`src/rtl/cic_pkg.sv`:
```
// rtl/cic_pkg.sv - shared CIC defaults, FSM state encodings and width helper
//
// Purpose: constants shared by the Comb and the upsampling integrator halves
// of the CIC interpolator, plus a clog2 helper for counter sizing.
// Ports: none (package).

package cic_pkg;

   // Default geometry; the Comb and integrator halves must agree on these.
   localparam int CIC_N_STAGES   = 3;
   localparam int CIC_R          = 4;
   localparam int CIC_IN_W       = 32;
   localparam int CIC_OUT_W      = 40;
   localparam int CIC_GAIN_SHIFT = 4;

   // Upsampler FSM encodings.
   localparam logic [0:0] ST_IDLE = 1'b0;
   localparam logic [0:0] ST_RUN  = 1'b1;

   // Bits needed to count 0..value-1. The result is never below 1, so a
   // ratio of 1 still yields a legal (unused) counter.
   function automatic int cic_clog2(input int value);
      int w;
      w = 0;
      for (int v = value - 1; v > 0; v = v >> 1) begin
         w++;
      end
      if (w < 1) begin
         w = 1;
      end
      return w;
   endfunction

endpackage

```
`src/rtl/cic_integrator_stage.sv`:
```
// rtl/cic_integrator_stage.sv - one pipelined CIC integrator with its valid bit
//
// Purpose: a single accumulator of the high-rate integrator chain. When the
// pipeline advances, the valid bit shifts along, and the accumulator adds
// x_in only when the incoming sample is valid.
// Ports:
//   clk    in   clock
//   rst    in   asynchronous active-low reset
//   en     in   pipeline advance; nothing changes when low
//   v_in   in   x_in carries a real slot this cycle
//   x_in   in   W-bit signed addend (previous stage's registered acc)
//   v_out  out  registered valid, aligned with acc
//   acc    out  W-bit signed accumulator, wraps modulo 2^W

module cic_integrator_stage #(
   parameter int W = 40
) (
   input  logic                clk,
   input  logic                rst,
   input  logic                en,
   input  logic                v_in,
   input  logic signed [W-1:0] x_in,
   output logic                v_out,
   output logic signed [W-1:0] acc
);

   logic                v_q;
   logic signed [W-1:0] acc_q;

   always_ff @(posedge clk or negedge rst) begin
      if (!rst) begin
         v_q   <= 1'b0;
         acc_q <= '0;
      end else if (en) begin
         v_q <= v_in;
         // Wrapping is intentional: the end-to-end CIC result stays exact.
         if (v_in) begin
            acc_q <= acc_q + x_in;
         end
      end
   end

   assign v_out = v_q;
   assign acc   = acc_q;

endmodule

```
`src/rtl/cic_upsample_integrator.sv`:
```
// rtl/cic_upsample_integrator.sv - CIC interpolator zero-stuffer plus integrator chain
//
// Purpose: back half of the CIC interpolator. Each accepted comb sample is
// issued as one slot followed by R-1 zero slots, and every slot runs through
// N_STAGES pipelined integrators. Valid/ready on both sides; a stalled sink
// freezes the whole block.
// Optional feature macro: CIC_GAIN_NORM_EN -- when defined, d_out is the last
// accumulator arithmetically shifted right by GAIN_SHIFT; otherwise it is raw.
// Ports:
//   clk        in   clock
//   rst        in   asynchronous active-low reset
//   d_in       in   IN_W signed comb sample
//   in_valid   in   d_in valid
//   in_ready   out  d_in accepted this cycle (only in IDLE while advancing)
//   d_out      out  OUT_W signed interpolated sample
//   out_valid  out  d_out valid
//   out_ready  in   sink accepts d_out

module cic_upsample_integrator
   import cic_pkg::*;
#(
   parameter int N_STAGES   = CIC_N_STAGES,
   parameter int R          = CIC_R,
   parameter int IN_W       = CIC_IN_W,
   parameter int OUT_W      = CIC_OUT_W,
   parameter int GAIN_SHIFT = CIC_GAIN_SHIFT
) (
   input  logic                    clk,
   input  logic                    rst,
   input  logic signed [IN_W-1:0]  d_in,
   input  logic                    in_valid,
   output logic                    in_ready,
   output logic signed [OUT_W-1:0] d_out,
   output logic                    out_valid,
   input  logic                    out_ready
);

   localparam int PH_W = cic_clog2(R);

   if (N_STAGES < 1 || R < 1 || OUT_W < IN_W || GAIN_SHIFT < 0 || GAIN_SHIFT >= OUT_W) begin : g_bad_param
      $error("cic_upsample_integrator: illegal parameter combination");
   end

   logic [0:0]              state_q, state_d;
   logic [PH_W-1:0]         phase_q, phase_d;
   logic                    advance;
   logic                    issue;
   logic signed [OUT_W-1:0] slot;

   // Element 0 is the issue point; element i is the output of stage i.
   logic [N_STAGES:0]            v_chain;
   logic [N_STAGES:0][OUT_W-1:0] x_chain;
   logic signed [OUT_W-1:0]      acc_n;

   assign advance  = !out_valid || out_ready;
   // Gated by rst so the port reads 0 throughout reset even though advance
   // is combinationally high then.
   assign in_ready = rst && (state_q == ST_IDLE) && advance;

   always_comb begin
      state_d = state_q;
      phase_d = phase_q;
      issue   = 1'b0;
      slot    = '0;
      if (advance) begin
         case (state_q)
            ST_IDLE: begin
               if (in_valid) begin
                  issue = 1'b1;
                  slot  = OUT_W'($signed(d_in));
                  if (R > 1) begin
                     state_d = ST_RUN;
                     phase_d = PH_W'(1);
                  end
               end
            end
            default: begin
               // Zero-stuffing: the last zero returns to IDLE.
               issue = 1'b1;
               if (phase_q == PH_W'(R - 1)) begin
                  state_d = ST_IDLE;
                  phase_d = '0;
               end else begin
                  phase_d = phase_q + PH_W'(1);
               end
            end
         endcase
      end
   end

   always_ff @(posedge clk or negedge rst) begin
      if (!rst) begin
         state_q <= ST_IDLE;
         phase_q <= '0;
      end else begin
         state_q <= state_d;
         phase_q <= phase_d;
      end
   end

   assign v_chain[0] = issue;
   assign x_chain[0] = slot;

   for (genvar i = 0; i < N_STAGES; i++) begin : g_stage
      cic_integrator_stage #(
         .W (OUT_W)
      ) u_stage (
         .clk   (clk),
         .rst   (rst),
         .en    (advance),
         .v_in  (v_chain[i]),
         .x_in  (x_chain[i]),
         .v_out (v_chain[i+1]),
         .acc   (x_chain[i+1])
      );
   end

   assign acc_n     = x_chain[N_STAGES];
   assign out_valid = v_chain[N_STAGES];

`ifdef CIC_GAIN_NORM_EN
   // Arithmetic shift on a signed operand: floor division, sign preserved.
   assign d_out = acc_n >>> GAIN_SHIFT;
`else
   assign d_out = acc_n;
`endif

endmodule

```
`config.mk`:
```
export PLATFORM = sky130hd
export DESIGN_NAME = cic_upsample_integrator
export DESIGN_NICKNAME = d
export VERILOG_FILES = /design/src/rtl/cic_pkg.sv /design/src/rtl/cic_integrator_stage.sv /design/src/rtl/cic_upsample_integrator.sv
export SDC_FILE = /design/constraint.sdc
export NUM_CORES = 1
export LEC_CHECK = 0
export CAP_MARGIN = 15
export CORE_MARGIN = 2
export CORE_UTILIZATION = 45
export CTS_BUF_LIST = sky130_fd_sc_hd__clkbuf_4
export DETAILED_ROUTE_END_ITERATION = 7
export SETUP_SLACK_MARGIN = 0.1
export SLEW_MARGIN = 20
export SYNTH_ARGS = -nofsm -noshare
export SYNTH_HDL_FRONTEND = slang
export SYNTH_SLANG_ARGS = --single-unit
```
`constraint.sdc`:
```
create_clock -name clk -period 10.1 [get_ports clk]
set_clock_uncertainty 0.05 [all_clocks]
set_input_delay 3.03 -clock clk [delete_from_list [all_inputs] [get_ports clk]]
set_output_delay 3.03 -clock clk [all_outputs]
set_load 0.1 [all_outputs]
```
==> impl_metrics.json, run 1 <==
{
  "cts_num_sinks": 126,
  "dp_hpwl_um": 21300,
  "setup_violations": 0,
  "drt_iter0_drc": 461,
  "coreArea_sq_mm": 0.0241,
  "min_period_ns": 8.06,
  "post_drt_via_cell_ratio": 5.55,
  "routed_wire_length_per_instance_um": 15.6,
  "clk-insertion-delay-late_ns": 0.55,
  "ant_nets": 0,
  "netlist_top_cells_count": "nand2_1 (194), o21ai_0 (156), a21oi_1 (134)",
  "drive_gt1_share_pct": 4.05,
  "required_ns": 7.02,
  "synth_most_common_cell": "nand2_1",
  "max_freq_mhz": 124,
  "post_cts_buffers": 0,
  "path_clk_slew_ns": 0.12,
  "routed_wl_um": 27000,
  "h-tree-depth": 4,
  "synth_area_sq_mm": 0.0109,
  "synth_seq_area_share_pct": 28.8,
  "cts_hold_repair.buffers": 0,
  "grt_remaining_overflow": 0,
  "synthToLayoutAreaGrowth_pct": 12.1,
  "slew_viol_final": 0,
  "whs_ns": 0.434,
  "clockRootBuffer": "clkbuf_4",
  "ioPinCount": 78,
  "yosys.area.top_type": "dfrtp_1",
  "ys_ff_latch": 126,
  "min_period_over_period_pct": 79.8,
  "maxCapViolCount": 0,
  "gp_congestion": 0.934,
  "cts_tree": "built",
  "antenna_found_initial": 1,
  "dieHeight_um": 160,
  "drc": 0,
  "grt_pass1_wl_um": 45000,
  "min_path_type": "register to register",
  "dieArea_sq_mm": 0.0256,
  "cp.arrival_ns": 4.98,
  "nets": 1551,
  "grt_pass1_vias": 8949,
  "synth_warnings": 0,
  "grt_max_degree": 82,
  "synth_nets": 1511,
  "worst_setup_path_start_kind": "input port",
  "worst_pin_slew_ns": 0.978,
  "ys.flop_type": "dfrtp_1",
  "timing.setup.tns_ns": 0,
  "maxSlewHeadroom_pct": 34.6,
  "synthTopCellsByArea": "dfrtp_1 (29%), ha_1 (14%), o21ai_0 (7.1%)",
  "syn_avg_cell_area_sq_um": 8.07,
  "cts_buffers": 17,
  "vias": 9606,
  "worstPathMaxFanout": 5,
  "synth_edf_count": 0,
  "grt_usage_pct": 21.4,
  "critPathKind": "input port to output port",
  "die_w_um": 160,
  "first_pass_iters": 5,
  "portBuffers": 77,
  "rows": 57,
  "ys_types": 67,
  "final_hold_viol_count": 0,
  "status": "completed",
  "rsz0062_at_grt": "no",
  "ctsLongestPathBuffers": 2,
  "synth_top_area_share_pct": 28.8,
  "cp-end-kind": "output port",
  "synth_cells": 1354,
  "start_util_pct": 45.3,
  "cts.repair.resized": 0,
  "synthArstFlopShare_pct": 100
}
==> path summary, 6_finish.rpt <==
kind / startpoint / endpoint / slack (ns) / cells past startpoint
hold / removal: g_stage[2].u_stage.acc[39] / g_stage[2].u_stage.acc[39] / 0.43 / 1
setup reg to reg: g_stage[2].u_stage.v_out / g_stage[0].u_stage.acc[38] / 5.87 / 16
setup / recovery: out_ready / in_ready / 2.04 / 4
hold reg to reg: g_stage[2].u_stage.acc[39] / g_stage[2].u_stage.acc[39] / 0.43 / 1
min in group asynchronous: rst / g_stage[0].u_stage.acc[6] / 2.25 / 1
max in group asynchronous: rst / g_stage[2].u_stage.acc[29] / 6.59 / 2
==> sequential cells by signal, indices dropped and copies added, names as in the netlist <==
name,count
phase_q,2
g_stage.u_stage.v_out,3
state_q,1
g_stage.u_stage.acc,120
==> cell families (layout without fill, tap and decap cells) <==
logic type                 count (synthesis)  after routing  share of synthesized area, %
AOI/OAI and AO/OA                        490            490                          27.5
xor gates and xnor gates                 105            105                          8.41
adders and majority gates                121            121                          14.1
buffers and inverters                     87            139                          3.01
DFF                                      126            126                          28.8
muxes                                      5              5                         0.492
other                                      0              2                             0
and+or+nand+nor                          420            420                          17.7
==> stage by stage <==
stage,util [%],instance area [sq um],setup slack (ns),cells
after detailed placement,49.5,11900,2.02,1699
after floorplan,-,10900,1.71,1354
after global placement,49.5,11900,2.06,1699
after CTS,50.8,12200,2.00,1730
final,50.8,12200,2.04,1732
after global routing,50.8,12200,1.96,1732
==> area by class of cell <==
type                            count  area (sq um)
Antenna cell                        2          5.00
Clock buffer                       19           143
Clock inverter                     12           170
Fill cell                        2362         11900
Inverter                           25          93.8
Multi-Input combinational cell   1141          7460
Sequential cell                   126          3150
Tap cell                          324           405
Timing Repair Buffer               83           813
==> cells in the final DEF (no fill, tap or decap), drive strengths merged, types with 9 or more instances in the layout <==
cell type and instances:
inv 25, dfrtp 126, a21oi 135, nor2 65
nand3 31, nand2 194, xnor2 58, and2 44
o21a 10, nand4 30, xor2 47, o21bai 29
a31oi 24, nor4 9, clkdlybuf4s50 76, o21ai 163
ha 118, nor3 19, a21o 70, o31ai 12
clkbuf 19
==> worst max-delay path, cell delays in order <==
cell             delay (ns)
clkdlybuf4s50_1        0.46
nor2b_1                0.09
nor3b_1                0.22
clkdlybuf4s50_1        1.18
==> layer usage <==
metal,track usage (%),wire length [um],up-vias
li1,-,-,5031
met1,32.4,14400,4355
met2,32.4,11300,190
met3,2.36,880,30
met4,5.69,377,0
met5,0,0,-
Power of run 1 is left out: the tool's default activity adds up to more than one toggle a clock period on the data nets, which glitch-free logic cannot reach.
==> run 2: changes to the inputs <==
==> constraint.sdc (replaced) <==
create_clock -name clk -period 8.4 [get_ports clk]
set_clock_uncertainty 0.05 [all_clocks]
set_input_delay 2.52 -clock clk [delete_from_list [all_inputs] [get_ports clk]]
set_output_delay 2.52 -clock clk [all_outputs]
set_load 0.1 [all_outputs]
==> run 2 against run 1 <==
Effect of this change: clock-buffer cell count down 1; wire length down 0.74%; non-clock buffer count unchanged; core utilization up 0.067 points; flip-flop and latch count unchanged; via count up 0.34%; largest cell class unchanged.
==> impl_metrics.json, run 2 (synthesis results as in run 1) <==
{
  "status": "completed",
  "maxSlewHeadroom_pct": 34.7,
  "portBuffers": 77,
  "cts.repair.resized": 0,
  "synthToLayoutAreaGrowth_pct": 12.2,
  "max_freq_mhz": 143,
  "timing.setup.tns_ns": 0,
  "cts_tree": "built",
  "grt_pass1_vias": 8881,
  "slew_viol_final": 0,
  "cp-end-kind": "output port",
  "clockRootBuffer": "clkbuf_4",
  "dieHeight_um": 160,
  "worst_setup_path_start_kind": "input port",
  "r2r_cells": 16,
  "final_cell_area_sq_mm": 0.0123,
  "r2r_slack_ns": 4.31,
  "worst_pin_slew_ns": 0.977,
  "post_drt_via_cell_ratio": 5.57,
  "grt_remaining_overflow": 0,
  "h-tree-depth": 4,
  "dpl_cell_area_sq_mm": 0.0119,
  "routed_wl_um": 26800,
  "whs_endpoint": "g_stage[2].u_stage.acc[39]",
  "multi_input_area_sq_mm": 0.00746,
  "setup_violations": 0,
  "hold_depth": 1,
  "final_hold_viol_count": 0,
  "start_util_pct": 45.3,
  "cp.arrival_ns": 4.43,
  "min-delay-start": "g_stage[2].u_stage.acc[39]",
  "seqCellArea_sq_mm": 0.00315,
  "first_pass_iters": 5,
  "final_util_pct": 50.9,
  "die_w_um": 160,
  "grt_max_degree": 81,
  "cts_buffers": 17,
  "vias": 9639,
  "cts_num_sinks": 126,
  "largest_reg_flops": 120,
  "routed_wire_length_per_instance_um": 15.5,
  "cts_hold_repair.buffers": 0,
  "min_period_over_period_pct": 83.4,
  "ioPinCount": 78,
  "drive_gt1_share_pct": 3.91,
  "antenna_found_initial": 1,
  "min_period_ns": 7.00,
  "layout_commonest_cell": "nand2_1",
  "coreArea_sq_mm": 0.0241,
  "grt_usage_pct": 21.2,
  "grt_pass1_wl_um": 44700,
  "ant_nets": 0,
  "rows": 57,
  "clk-insertion-delay-late_ns": 0.56,
  "nets": 1551,
  "ctsLongestPathBuffers": 2,
  "rr_endpoint": "g_stage[0].u_stage.acc[38]",
  "path_clk_slew_ns": 0.12,
  "dieArea_sq_mm": 0.0256,
  "rsz0062_at_grt": "no",
  "worstPathMaxFanout": 5,
  "min_path_type": "register to register",
  "drt_iter0_drc": 517,
  "required_ns": 5.83,
  "fillers": 2387,
  "layout_common_cells": "nand2_1 (192), o21ai_0 (156), a21oi_1 (134)",
  "drc": 0,
  "gp_congestion": 0.913,
  "dp_hpwl_um": 21300,
  "post_cts_buffers": 0,
  "maxCapViolCount": 0,
  "critPathKind": "input port to output port",
  "r2r_start": "g_stage[2].u_stage.v_out"
}
run 2: through the flow:
stage / worst slack [ns] / hold slack [ns] / instances
5_1_grt: 1.35 / 0.446 / 1731
3_3_place_gp: 1.42 / 0.409 / 1699
4_1_cts: 1.39 / 0.436 / 1730
3_5_place_dp: 1.41 / 0.416 / 1699
2_1_floorplan: 1.03 / 0.412 / 1354
6_report: 1.40 / 0.428 / 1731
run 2: worst max path at each step:
stage	to	slack, ns	cells after the start	startpoint
after CTS	in_ready	1.39	4	out_ready
final	in_ready	1.40	4	out_ready
after global routing	in_ready	1.35	4	out_ready
after detailed placement	in_ready	1.41	4	out_ready
after global placement	in_ready	1.42	4	out_ready
after floorplan	in_ready	1.03	2	out_ready
run 2: layout make-up:
| type | instances | area share [%] |
|---|---|---|
| Sequential cell | 126 | 25.7 |
| Inverter | 25 | 0.765 |
| Timing Repair Buffer | 83 | 6.63 |
| Multi-Input combinational cell | 1141 | 60.9 |
| Antenna cell | 1 | 0.0204 |
| Tap cell | 324 | 3.31 |
| Clock inverter | 13 | 1.60 |
| Clock buffer | 18 | 1.10 |
run 2: critical path, stage by stage:
cell and delay, ns:
clkdlybuf4s50_1 0.47, nor2b_1 0.09, nor3b_1 0.19, clkdlybuf4s50_1 1.17
run 2: metal layers:
| layer | vias up | share of wire [%] | GRT usage (%) |
|---|---|---|---|
| met1 | 4381 | 53 | 32.8 |
| met4 | 0 | 0.87 | 4.46 |
| li1 | 5025 | - | - |
| met2 | 213 | 41 | 31.4 |
| met5 | - | 0 | 0 |
| met3 | 20 | 4.3 | 2.96 |
Power of run 2 is left out for the same reason.
==> run 3: changes to the inputs <==
--- a/config.mk
+++ b/config.mk
@@ -10,6 +10,7 @@
 export CORE_UTILIZATION = 45
 export CTS_BUF_LIST = sky130_fd_sc_hd__clkbuf_4
 export DETAILED_ROUTE_END_ITERATION = 7
+export PLACE_DENSITY = 0.66
 export SETUP_SLACK_MARGIN = 0.1
 export SLEW_MARGIN = 20
 export SYNTH_ARGS = -nofsm -noshare
==> constraint.sdc (replaced) <==
create_clock -name clk -period 5.6 [get_ports clk]
set_clock_uncertainty 0.05 [all_clocks]
set_input_delay 1.68 -clock clk [delete_from_list [all_inputs] [get_ports clk]]
set_output_delay 1.68 -clock clk [all_outputs]
set_load 0.1 [all_outputs]
==> run 3 against run 2 <==
Effect of this change: via count is 1.4% higher; die area stayed put; worst setup slack worse by 0.65 ns; first-iteration DRC count is 13% higher.
==> impl_metrics.json, run 3 (synthesis results as in run 1) <==
{
  "clk-insertion-delay-late_ns": 0.55,
  "grt_pass1_vias": 9107,
  "fillers": 2391,
  "slew_viol_final": 0,
  "grt_max_degree": 76,
  "required_ns": 5.96,
  "routed_wire_length_per_instance_um": 15.5,
  "whs_ns": 0.431,
  "gp_congestion": 0.941,
  "layout_commonest_cell": "nand2_1",
  "first_pass_iters": 5,
  "cts_tree": "built",
  "max_freq_mhz": 206,
  "worst_pin_slew_ns": 0.975,
  "post_cts_buffers": 0,
  "clockRootBuffer": "clkbuf_4",
  "grt_remaining_overflow": 0,
  "place_ws_ns": 0.169,
  "antenna_found_initial": 1,
  "cts_buffers": 17,
  "grt_pass1_wl_um": 45500,
  "setup_ws_ns": 0.746,
  "drt_iter0_drc": 584,
  "worst_setup_path_start_kind": "input port",
  "ctsLongestPathBuffers": 2,
  "multi_input_area_sq_mm": 0.00747,
  "routed_wl_um": 27000,
  "min_period_over_period_pct": 86.7,
  "dieArea_sq_mm": 0.0256,
  "coreArea_sq_mm": 0.0241,
  "dpl_cell_area_sq_mm": 0.0120,
  "cts_hold_repair.buffers": 0,
  "post_drt_via_cell_ratio": 5.62,
  "min_path_type": "register to register",
  "worstPathMaxFanout": 16,
  "dp_hpwl_um": 21900,
  "portBuffers": 77,
  "min_period_ns": 4.85,
  "h-tree-depth": 4,
  "nets": 1557,
  "ioPinCount": 78,
  "synthToLayoutAreaGrowth_pct": 12.7,
  "maxCapViolCount": 0,
  "layout_common_cells": "nand2_1 (192), o21ai_0 (156), a21oi_1 (134)",
  "grt_usage_pct": 21.6,
  "drive_gt1_share_pct": 4.46,
  "cts.repair.resized": 0,
  "path_clk_slew_ns": 0.12,
  "drc": 0,
  "cts_num_sinks": 126,
  "final_hold_viol_count": 0,
  "rows": 57,
  "cp.arrival_ns": 5.21,
  "largest_reg_flops": 120,
  "timing.setup.tns_ns": 0,
  "ant_nets": 0,
  "critPathKind": "input port to register",
  "vias": 9771,
  "seqCellArea_sq_mm": 0.00315,
  "dieHeight_um": 160,
  "start_util_pct": 45.3,
  "status": "completed",
  "maxSlewHeadroom_pct": 34.8,
  "final_cell_area_sq_mm": 0.0123,
  "rsz0062_at_grt": "no",
  "die_w_um": 160,
  "cp-end-kind": "register",
  "setup_violations": 0
}
-- run 3: cell count changes in the layout (fill, tap and decap cells not counted), sizes merged --
cell           change
clkdlybuf4s50      -1
clkbuf             +1
buf                +7
-- run 3: path summary, 6_finish.rpt --
path,end,cells past startpoint,from,slack (ns)
hold reg to reg,g_stage[2].u_stage.acc[39],1,g_stage[2].u_stage.acc[39],0.43
setup / recovery,g_stage[0].u_stage.acc[38],18,out_ready,0.75
setup reg to reg,g_stage[0].u_stage.acc[38],15,state_q,1.93
hold / removal,g_stage[2].u_stage.acc[39],1,g_stage[2].u_stage.acc[39],0.43
min in group asynchronous,g_stage[0].u_stage.acc[1],1,rst,0.96
max in group asynchronous,g_stage[2].u_stage.acc[1],2,rst,3.43
-- run 3: cell type report --
cell class | count | area share [%]
Timing Repair Buffer | 89 | 6.95
Tap cell | 324 | 3.29
Clock inverter | 13 | 1.58
Multi-Input combinational cell | 1141 | 60.6
Antenna cell | 1 | 0.0203
Clock buffer | 19 | 1.16
Inverter | 25 | 0.762
Sequential cell | 126 | 25.6
-- run 3: metrics by stage --
stage,util (%),std cells
after floorplan,-,1354
after global placement,49.7,1705
after detailed placement,49.7,1705
after CTS,51.1,1737
after global routing,51.1,1738
final,51.1,1738
-- run 3: worst max-delay path, stage by stage --
cell	delay [ns]
clkdlybuf4s50_1	0.41
nand2b_1	0.17
nand2_1	0.07
nor2_1	0.05
buf_4	0.21
and2_1	0.17
ha_1	0.21
fa_1	0.43
and2_1	0.17
a31o_2	0.23
o21ai_0	0.17
buf_4	0.15
a31oi_1	0.11
a21oi_1	0.28
a211oi_1	0.13
o31ai_1	0.29
xor2_1	0.16
o21ai_0	0.08
-- run 3: per-layer routing --
metal | routed length, um | global-route usage (%) | vias up
met2 | 11100 | 31.6 | 248
met4 | 545 | 6.63 | 0
li1 | - | - | 5046
met5 | 0 | 0 | -
met3 | 1270 | 2.49 | 29
met1 | 14000 | 33.2 | 4448
Power of run 3 is left out for the same reason.
